--- config.mk ---
export PLATFORM = sky130hd
export DESIGN_NAME = forth_boot_ctrl
export DESIGN_NICKNAME = d
export VERILOG_FILES = /design/src/rtl/forth_pkg.sv /design/src/rtl/boot_timeout.sv /design/src/rtl/forth_boot_ctrl.sv
export SDC_FILE = /design/constraint.sdc
export NUM_CORES = 1
export LEC_CHECK = 0
export ABC_AREA = 1
export CORE_MARGIN = 3
export CORE_UTILIZATION = 35
export CTS_CLUSTER_DIAMETER = 60
export DETAILED_ROUTE_END_ITERATION = 10
export GPL_TIMING_DRIVEN = 0
export SETUP_SLACK_MARGIN = 0.3
export SLEW_MARGIN = 20
export SYNTH_ARGS = -nofsm -noshare
export SYNTH_HDL_FRONTEND = slang
export SYNTH_SLANG_ARGS = --single-unit
export TNS_END_PERCENT = 100
--- constraint.sdc ---
create_clock -name clk -period 3.54 [get_ports clk]
set_input_delay 0.531 -clock clk [delete_from_list [all_inputs] [get_ports clk]]
set_output_delay 0.531 -clock clk [all_outputs]
set_load 0.03 [all_outputs]
--- src/rtl/forth_pkg.sv ---
// rtl/forth_pkg.sv - shared types and constants for the forth boot loader
package forth_pkg;

  typedef enum logic [2:0] {
    ST_CNT_LO  = 3'd0,
    ST_CNT_HI  = 3'd1,
    ST_DATA_LO = 3'd2,
    ST_DATA_HI = 3'd3,
    ST_CSUM    = 3'd4,
    ST_RUN     = 3'd5,
    ST_ERR     = 3'd6
  } boot_state_t;

  localparam logic [7:0] BOOT_CSUM_INIT = 8'h00;
  localparam int         IMEM_WORD_W    = 16;

  // States in which the controller is still accepting image bytes.
  function automatic logic rx_open(boot_state_t s);
    return s inside {ST_CNT_LO, ST_CNT_HI, ST_DATA_LO, ST_DATA_HI, ST_CSUM};
  endfunction

endpackage

--- src/rtl/boot_timeout.sv ---
// rtl/boot_timeout.sv - idle-cycle down-counter that flags a stalled load
module boot_timeout #(
  parameter int TIMEOUT = 65535
) (
  input  logic clk,
  input  logic reset,
  input  logic clear,
  input  logic en,
  output logic expired
);

  localparam int             CW   = $clog2(TIMEOUT + 1);
  localparam logic [CW-1:0] LOAD = CW'(TIMEOUT);

  logic [CW-1:0] remaining;

  // Reload on clear, otherwise count down one per enabled idle cycle.
  always_ff @(posedge clk or negedge reset) begin
    if (!reset) begin
      remaining <= LOAD;
    end else if (clear) begin
      remaining <= LOAD;
    end else if (en && remaining != '0) begin
      remaining <= remaining - 1'b1;
    end
  end

  // The idle cycle that uses up the last remaining count is the expiring one.
  assign expired = en && (remaining == CW'(1));

endmodule

--- src/rtl/forth_boot_ctrl.sv ---
// rtl/forth_boot_ctrl.sv - byte-stream image loader that gates the forth core reset
module forth_boot_ctrl
  import forth_pkg::*;
#(
  parameter int ADDR_W  = 10,
  parameter int DEPTH   = 1024,
  parameter int TIMEOUT = 65535
) (
  input  logic                   clk,
  input  logic                   reset,
  input  logic [7:0]             rx_data,
  input  logic                   rx_valid,
  output logic                   rx_ready,
  input  logic                   load_req,
  output logic [ADDR_W-1:0]      imem_waddr,
  output logic [IMEM_WORD_W-1:0] imem_wdata,
  output logic                   imem_we,
  output logic                   cpu_reset,
  output logic                   busy,
  output logic                   done,
  output logic                   error,
  output logic [ADDR_W:0]        word_count
);

  boot_state_t       state, state_nx;
  logic [7:0]        cnt_lo, data_lo, csum_acc;
  logic [15:0]       n_words, n_req;
  logic [ADDR_W-1:0] idx;
  logic              hs, timed, tmo_expired, n_bad, last_word;

  assign hs        = rx_valid && rx_ready;
  assign n_req     = {rx_data, cnt_lo};
  assign n_bad     = (n_req == 16'd0) || (int'(n_req) > DEPTH);
  assign last_word = (int'(idx) + 1 == int'(n_words));
  // CNT_LO is excluded so waiting for the first byte of a load never times out.
  assign timed     = rx_open(state) && (state != ST_CNT_LO);

  boot_timeout #(.TIMEOUT(TIMEOUT)) u_timeout (
    .clk     (clk),
    .reset   (reset),
    .clear   (load_req || hs || !timed),
    .en      (timed && !hs),
    .expired (tmo_expired)
  );

  // Next-state selection; load_req overrides everything, including a checksum match.
  always_comb begin
    state_nx = state;
    if (load_req) begin
      state_nx = ST_CNT_LO;
    end else if (tmo_expired) begin
      state_nx = ST_ERR;
    end else if (hs) begin
      case (state)
        ST_CNT_LO:  state_nx = ST_CNT_HI;
        ST_CNT_HI:  state_nx = n_bad ? ST_ERR : ST_DATA_LO;
        ST_DATA_LO: state_nx = ST_DATA_HI;
        ST_DATA_HI: state_nx = last_word ? ST_CSUM : ST_DATA_LO;
        ST_CSUM:    state_nx = (rx_data == csum_acc) ? ST_RUN : ST_ERR;
        default:    state_nx = state;
      endcase
    end
  end

  // State, datapath and registered outputs.
  always_ff @(posedge clk or negedge reset) begin
    if (!reset) begin
      state      <= ST_CNT_LO;
      rx_ready   <= 1'b1;
      cpu_reset  <= 1'b1;
      busy       <= 1'b1;
      done       <= 1'b0;
      error      <= 1'b0;
      imem_we    <= 1'b0;
      imem_waddr <= '0;
      imem_wdata <= '0;
      word_count <= '0;
      csum_acc   <= BOOT_CSUM_INIT;
      cnt_lo     <= 8'h00;
      data_lo    <= 8'h00;
      n_words    <= 16'h0000;
      idx        <= '0;
    end else begin
      state    <= state_nx;
      rx_ready <= rx_open(state_nx);
      imem_we  <= 1'b0;
      if (load_req) begin
        cpu_reset  <= 1'b1;
        busy       <= 1'b1;
        done       <= 1'b0;
        error      <= 1'b0;
        word_count <= '0;
        csum_acc   <= BOOT_CSUM_INIT;
        idx        <= '0;
      end else begin
        if (state_nx == ST_ERR && state != ST_ERR) begin
          error <= 1'b1;
          busy  <= 1'b0;
        end
        if (state_nx == ST_RUN && state != ST_RUN) begin
          cpu_reset <= 1'b0;
          done      <= 1'b1;
          busy      <= 1'b0;
        end
        if (hs) begin
          if (state != ST_CSUM) csum_acc <= csum_acc ^ rx_data;
          case (state)
            ST_CNT_LO:  cnt_lo <= rx_data;
            ST_CNT_HI: begin
              n_words <= n_req;
              idx     <= '0;
            end
            ST_DATA_LO: data_lo <= rx_data;
            ST_DATA_HI: begin
              imem_we    <= 1'b1;
              imem_waddr <= idx;
              imem_wdata <= {rx_data, data_lo};
              idx        <= idx + 1'b1;
              word_count <= word_count + 1'b1;
            end
            default: ;
          endcase
        end
      end
    end
  end

endmodule

==> results.json, run 1 <==
{
  "hpwl_um": 9350,
  "seqCellArea_sq_um": 2830,
  "clock-sinks": 112,
  "htreeDepth": 3,
  "outcome": "complete, no violations",
  "critPathCaptureType": "flip-flop",
  "max_slew_margin_pct": 60.9,
  "drtAntennaViolNets": 0,
  "drt_wl_total_um": 12700,
  "grt_start_max_net_pins": 64,
  "crit_arrival_ps": 2580,
  "pwr-share-clk_pct": 30.9,
  "ys.flop_type": "dfrtp_1",
  "grt.total_usage_pct": 16.0,
  "p_int_w": 0.00231,
  "synth.top_cell.area_share_pct": 43.1,
  "cts_buffers": 9,
  "dr.pass1.iters": 4,
  "vias": 4471,
  "root_buffer": "clkbuf_16",
  "synth_nets": 666,
  "io_pins": 55,
  "synthArstFlopShare_pct": 100,
  "cap_viol_max_count": 0,
  "seqPwrFrac_pct": 49.5,
  "drv_slew": 0,
  "min_period_ps": 2330,
  "worstSetupStartpointType": "input port",
  "sw_frac_of_total_pct": 30.0,
  "post_drt_wl_per_cell_um": 14.0,
  "route.detailed.drc": 0,
  "io_buffers": 53,
  "min_path_type": "input port to asynchronous set/reset pin",
  "path_clk_slew_ps": 80,
  "hold_slack_ps": 165,
  "p_comb_share_pct": 19.6,
  "synthesis.area_sq_um": 5400,
  "syn2layout_area_growth_pct": 20.0,
  "drive_above_1_share_pct": 9.46,
  "hold_viol_final": 0,
  "synthCells": 650,
  "rsz0062_at_grt": "no",
  "p_per_area_nw_per_um2": 509,
  "synth_common_cells": "nand2_1 (159), dfrtp_1 (93), inv_1 (89)",
  "path_max_fanout": 10,
  "synth-warning-count": 0,
  "fill_cells": 1460,
  "crit_type": "input port to flip-flop",
  "fp.dieW_um": 130,
  "die_h_um": 130,
  "ys_seq_area_share_pct": 52.4,
  "synth_area_leaders": "dfrtp_1 (43%), nand2_1 (11%), dfstp_2 (9.3%), o21ai_0 (7.4%), inv_1 (6.2%)",
  "finalSetupTns_ps": 0,
  "clk-insertion-delay-late_ps": 360,
  "n_antenna_cell": 0,
  "clockBufferDepth": 2,
  "first_iter_violations": 312,
  "cts_resized": 0,
  "cts_hold_buf": 0,
  "vdd_drop_max_mv": 0.258,
  "p_leak_nw": 2.87,
  "worst_pin_slew_ps": 587,
  "multi_input_area_sq_um": 2140,
  "coreArea_sq_um": 14800,
  "antenna_found_initial": 0,
  "synth_edf_count": 0,
  "ys_types": 40,
  "setup_viol": 0,
  "ys_ff_latch": 112,
  "skew_ps": 10.6,
  "gr-total-overflow": 0,
  "start_util_pct": 36.4,
  "cts_tree": "done",
  "grt_pass1_vias": 4350,
  "nets": 731,
  "cts_setup_buffers": 0,
  "viasPerCell": 4.95,
  "dieArea_sq_um": 16900,
  "synth_top_area_cell": "dfrtp_1",
  "final_area_sq_um": 6470,
  "yosysMostFrequentCell": "nand2_1",
  "final.period_utilization_pct": 65.9,
  "p_sw_w": 0.000988,
  "grt_pass1_wl_um": 21500,
  "required_ps": 3790,
  "avgSynthCellArea_sq_um": 8.30,
  "place_area_sq_um": 6190,
  "row_count": 44,
  "gp_congestion": 0.906,
  "fmax_ghz": 0.429
}
==> cell type report <==
class,instances,share of cell area (%)
inverter,93,5.39
timing repair buffer,54,8.64
sequential,112,43.7
clock inverter,4,0.696
clock buffer,11,3.75
buffer,16,1.24
tap,184,3.56
multi-input combinational,429,33.1
==> cell usage in the layout, fill, tap and decap left out, types with 7 or more instances in the layout <==
cell,Yosys,layout
a21oi_1,13,13
clkbuf_1,12,13
clkbuf_16,0,9
clkdlybuf4s50_1,0,52
dfrtp_1,93,93
dfstp_2,19,19
inv_1,89,89
nand2_1,159,159
nand2_2,8,8
nand3_1,40,40
nand4_1,10,10
nor2_1,45,45
nor3_1,9,9
o21ai_0,80,80
o22ai_1,7,7
xor2_1,8,8
==> cells by family (layout without fill, tap and decap cells) <==
kind of cell / after synthesis / in the layout / share of synthesized area (%)
simple gates: 298 / 298 / 25.1
flops: 112 / 112 / 52.4
xor+xnor: 9 / 9 / 1.46
compound gates: 118 / 118 / 12.2
buf+inv: 109 / 178 / 7.95
fa+ha+maj: 4 / 4 / 0.927
==> power groups by stage <==
stage          sequential, W  clock, W  combinational (W)
4_1_cts              0.00163   0.00103           0.000653
3_5_place_dp         0.00165         0           0.000648
2_1_floorplan        0.00170         0           0.000346
3_3_place_gp         0.00164         0           0.000634
5_1_grt              0.00166   0.00109           0.000736
6_report             0.00163   0.00102           0.000645
==> worst max-delay path, cell delays in order <==
cell             delay, ps
clkdlybuf4s50_1        460
nand2_1                160
inv_1                  180
nand2_1                140
nor2_2                 360
inv_2                  170
buf_2                  250
o32ai_1                310
==> per-stage QoR <==
step	instances	utilization [%]	total power, W	setup WS, ps
after floorplan	650	-	0.00205	1680
after global placement	887	41.6	0.00227	-2400
after detailed placement	888	41.8	0.00230	847
after CTS	903	43.7	0.00332	1190
after global routing	903	43.7	0.00349	1030
final	903	43.7	0.00329	1210
==> sequential cells by signal, indices dropped and copies added (netlist names) <==
| signal | cells |
|---|---|
| cpu_reset | 1 |
| rx_ready | 1 |
| imem_wdata | 16 |
| csum_acc | 8 |
| data_lo | 8 |
| busy | 1 |
| state | 3 |
| cnt_lo | 8 |
| error | 1 |
| idx | 10 |
| u_timeout.remaining | 16 |
| imem_we | 1 |
| done | 1 |
| imem_waddr | 10 |
| n_words | 16 |
| word_count | 11 |
==> worst paths after layout <==
path | startpoint | slack (ps) | endpoint | depth (start not counted)
worst max-delay path | rx_valid | 1210 | word_count[8] | 8
worst min-delay path | reset | 170 | csum_acc[5] | 1
worst max register to register | rx_ready | 1320 | word_count[8] | 7
worst min register to register | imem_wdata[4] | 470 | imem_wdata[4] | 2
max in group asynchronous | reset | 2670 | u_timeout.remaining[7] | 2
min in group clk | load_req | 400 | state[2] | 2
==> per-layer routing <==
metal  vias up  GRT usage, %  part of all wire [%]
met5         -             0                     0
met1      2128          22.1                    48
met2        92          25.1                    46
met3        15          2.25                   4.5
met4         0          6.85                   2.3
li1       2236             -                     -
Note: power is estimated with default switching activity, not from simulation.
==> run 2: changes to the inputs <==
clock period = 2.2 ns   (was 3.54 ns; I/O delays follow)
==> results.json, run 2 (synthesis results as in run 1) <==
{
  "drv_slew": 0,
  "seqPwrFrac_pct": 49.3,
  "viasPerCell": 4.96,
  "sw_frac_of_total_pct": 30.0,
  "dieArea_sq_um": 16900,
  "top_regs": "imem_wdata x16, n_words x16, u_timeout.remaining x16",
  "reg2reg_slack_ps": 90,
  "grt_start_max_net_pins": 64,
  "layout_commonest_cell": "nand2_1",
  "htreeDepth": 3,
  "p_int_w": 0.00373,
  "grt_pass1_vias": 4423,
  "cts_tree": "done",
  "final.period_utilization_pct": 95.8,
  "required_ps": 2490,
  "io_pins": 55,
  "hold_end": "state[2]",
  "place_area_sq_um": 6190,
  "skew_ps": 10.9,
  "drt_wl_total_um": 13100,
  "total_power_w": 0.00533,
  "p_sw_w": 0.00160,
  "hpwl_um": 9350,
  "path_max_fanout": 3,
  "pwr-share-clk_pct": 30.8,
  "row_count": 44,
  "reg2reg_depth": 16,
  "outcome": "complete, no violations",
  "coreArea_sq_um": 14800,
  "clock-sinks": 112,
  "r2r-end": "busy",
  "fill_cells": 1455,
  "hold_viol_final": 0,
  "dr.pass1.iters": 4,
  "die_h_um": 130,
  "fp.dieW_um": 130,
  "max_slew_margin_pct": 60.9,
  "critPathCaptureType": "flip-flop",
  "syn2layout_area_growth_pct": 24.5,
  "grt_pass1_wl_um": 21900,
  "finalSetupTns_ps": 0,
  "root_buffer": "clkbuf_16",
  "drive_above_1_share_pct": 15.8,
  "post_drt_wl_per_cell_um": 14.3,
  "vias": 4539,
  "clockBufferDepth": 2,
  "route.detailed.drc": 0,
  "cts_buffers": 9,
  "vdd_drop_max_mv": 0.417,
  "hold_slack_ps": 205,
  "final_area_sq_um": 6720,
  "fmax_ghz": 0.474,
  "worstSetupStartpointType": "flip-flop",
  "antenna_found_initial": 0,
  "p_leak_nw": 2.99,
  "p_per_area_nw_per_um2": 793,
  "final_cell_mix": "nand2_1 (154), dfrtp_1 (92), inv_1 (85)",
  "drtAntennaViolNets": 0,
  "rsz0062_at_grt": "yes",
  "clk-insertion-delay-late_ps": 360,
  "p_comb_share_pct": 19.9,
  "setup_viol": 0,
  "start_util_pct": 36.4,
  "timing.rr.start": "idx[0]",
  "worst_pin_slew_ps": 587,
  "min_from": "load_req",
  "io_buffers": 53,
  "gr-total-overflow": 0,
  "nets": 744,
  "cap_viol_max_count": 0,
  "first_iter_violations": 265,
  "n_antenna_cell": 0,
  "gp_congestion": 0.906,
  "grt.total_usage_pct": 16.3,
  "min_path_type": "input port to flip-flop",
  "crit_arrival_ps": 2400,
  "path_clk_slew_ps": 70,
  "crit_type": "flip-flop to flip-flop",
  "hold_depth": 2,
  "min_period_ps": 2110
}
## run 2: cell types whose count changed in the layout (fill, tap and decap cells not counted), sizes merged
cell and change:
buf +12, clkdlybuf4s50 -2, dlygate4sd2 +1, dlygate4sd3 +1, dlymetal6s2s +1
## run 2: metrics by stage
stage / setup slack (ps) / cells / utilization [%]
2_1_floorplan: 337 / 650 / -
3_3_place_gp: -3540 / 887 / 41.6
3_5_place_dp: -292 / 888 / 41.8
4_1_cts: 108 / 909 / 44.4
5_1_grt: -147 / 916 / 45.4
6_report: 92.1 / 916 / 45.4
## run 2: layout make-up
| type | count | area [sq um] | area share [%] |
|---|---|---|---|
| inverter | 93 | 349 | 5.20 |
| tap | 184 | 230 | 3.43 |
| timing repair buffer | 67 | 661 | 9.83 |
| clock buffer | 11 | 243 | 3.61 |
| multi-input combinational | 429 | 2280 | 33.9 |
| sequential | 112 | 2830 | 42.1 |
| clock inverter | 4 | 45.0 | 0.671 |
| buffer | 16 | 86.3 | 1.29 |
## run 2: worst max-delay path by stage
| stage | endpoint | cells after the start | slack (ps) | start |
|---|---|---|---|---|
| after global placement | word_count[5] | 1 | -3540 | reset |
| final | busy | 16 | 90 | idx[0] |
| after CTS | busy | 16 | 110 | idx[0] |
| after global routing | busy | 18 | -150 | idx[0] |
| after detailed placement | word_count[8] | 8 | -290 | rx_valid |
| after floorplan | busy | 19 | 340 | idx[0] |
## run 2: layer usage
| metal | GRT usage [%] | wire [um] |
|---|---|---|
| met5 | 0 | 0 |
| met4 | 6.91 | 305 |
| met3 | 2.33 | 478 |
| met2 | 25.6 | 6130 |
| met1 | 22.5 | 6180 |
## run 2: timing repair
item                       in CTS  in global routing
pin swaps                       3                  8
buffers inserted                5                  7
setup endpoints to repair      52                 62
resized for setup              17                 33
hold endpoints to repair       52                  0
hold buffers                    1                  0
## run 2: power by group through the flow
stage | clock [W] | combinational (W) | sequential (W)
floorplan | 0 | 0.000557 | 0.00274
finish | 0.00164 | 0.00106 | 0.00262
CTS | 0.00166 | 0.00106 | 0.00262
detailed placement | 0 | 0.00104 | 0.00266
global placement | 0 | 0.00102 | 0.00264
global route | 0.00176 | 0.00121 | 0.00267
## run 2: critical path, cell delays in order (launching register included)
cell and delay, ps:
dfrtp_2 440, ha_4 280, inv_2 30, nand2_1 40, nand2_1 50, nor2_1 80, nand2_1 60, nor2_1 100
nand4_1 110, nor2_2 160, nand4_1 110, nand2_1 100, nand2_2 80, a21oi_4 180, nand2_2 100, nand3_2 80
nand2_2 40
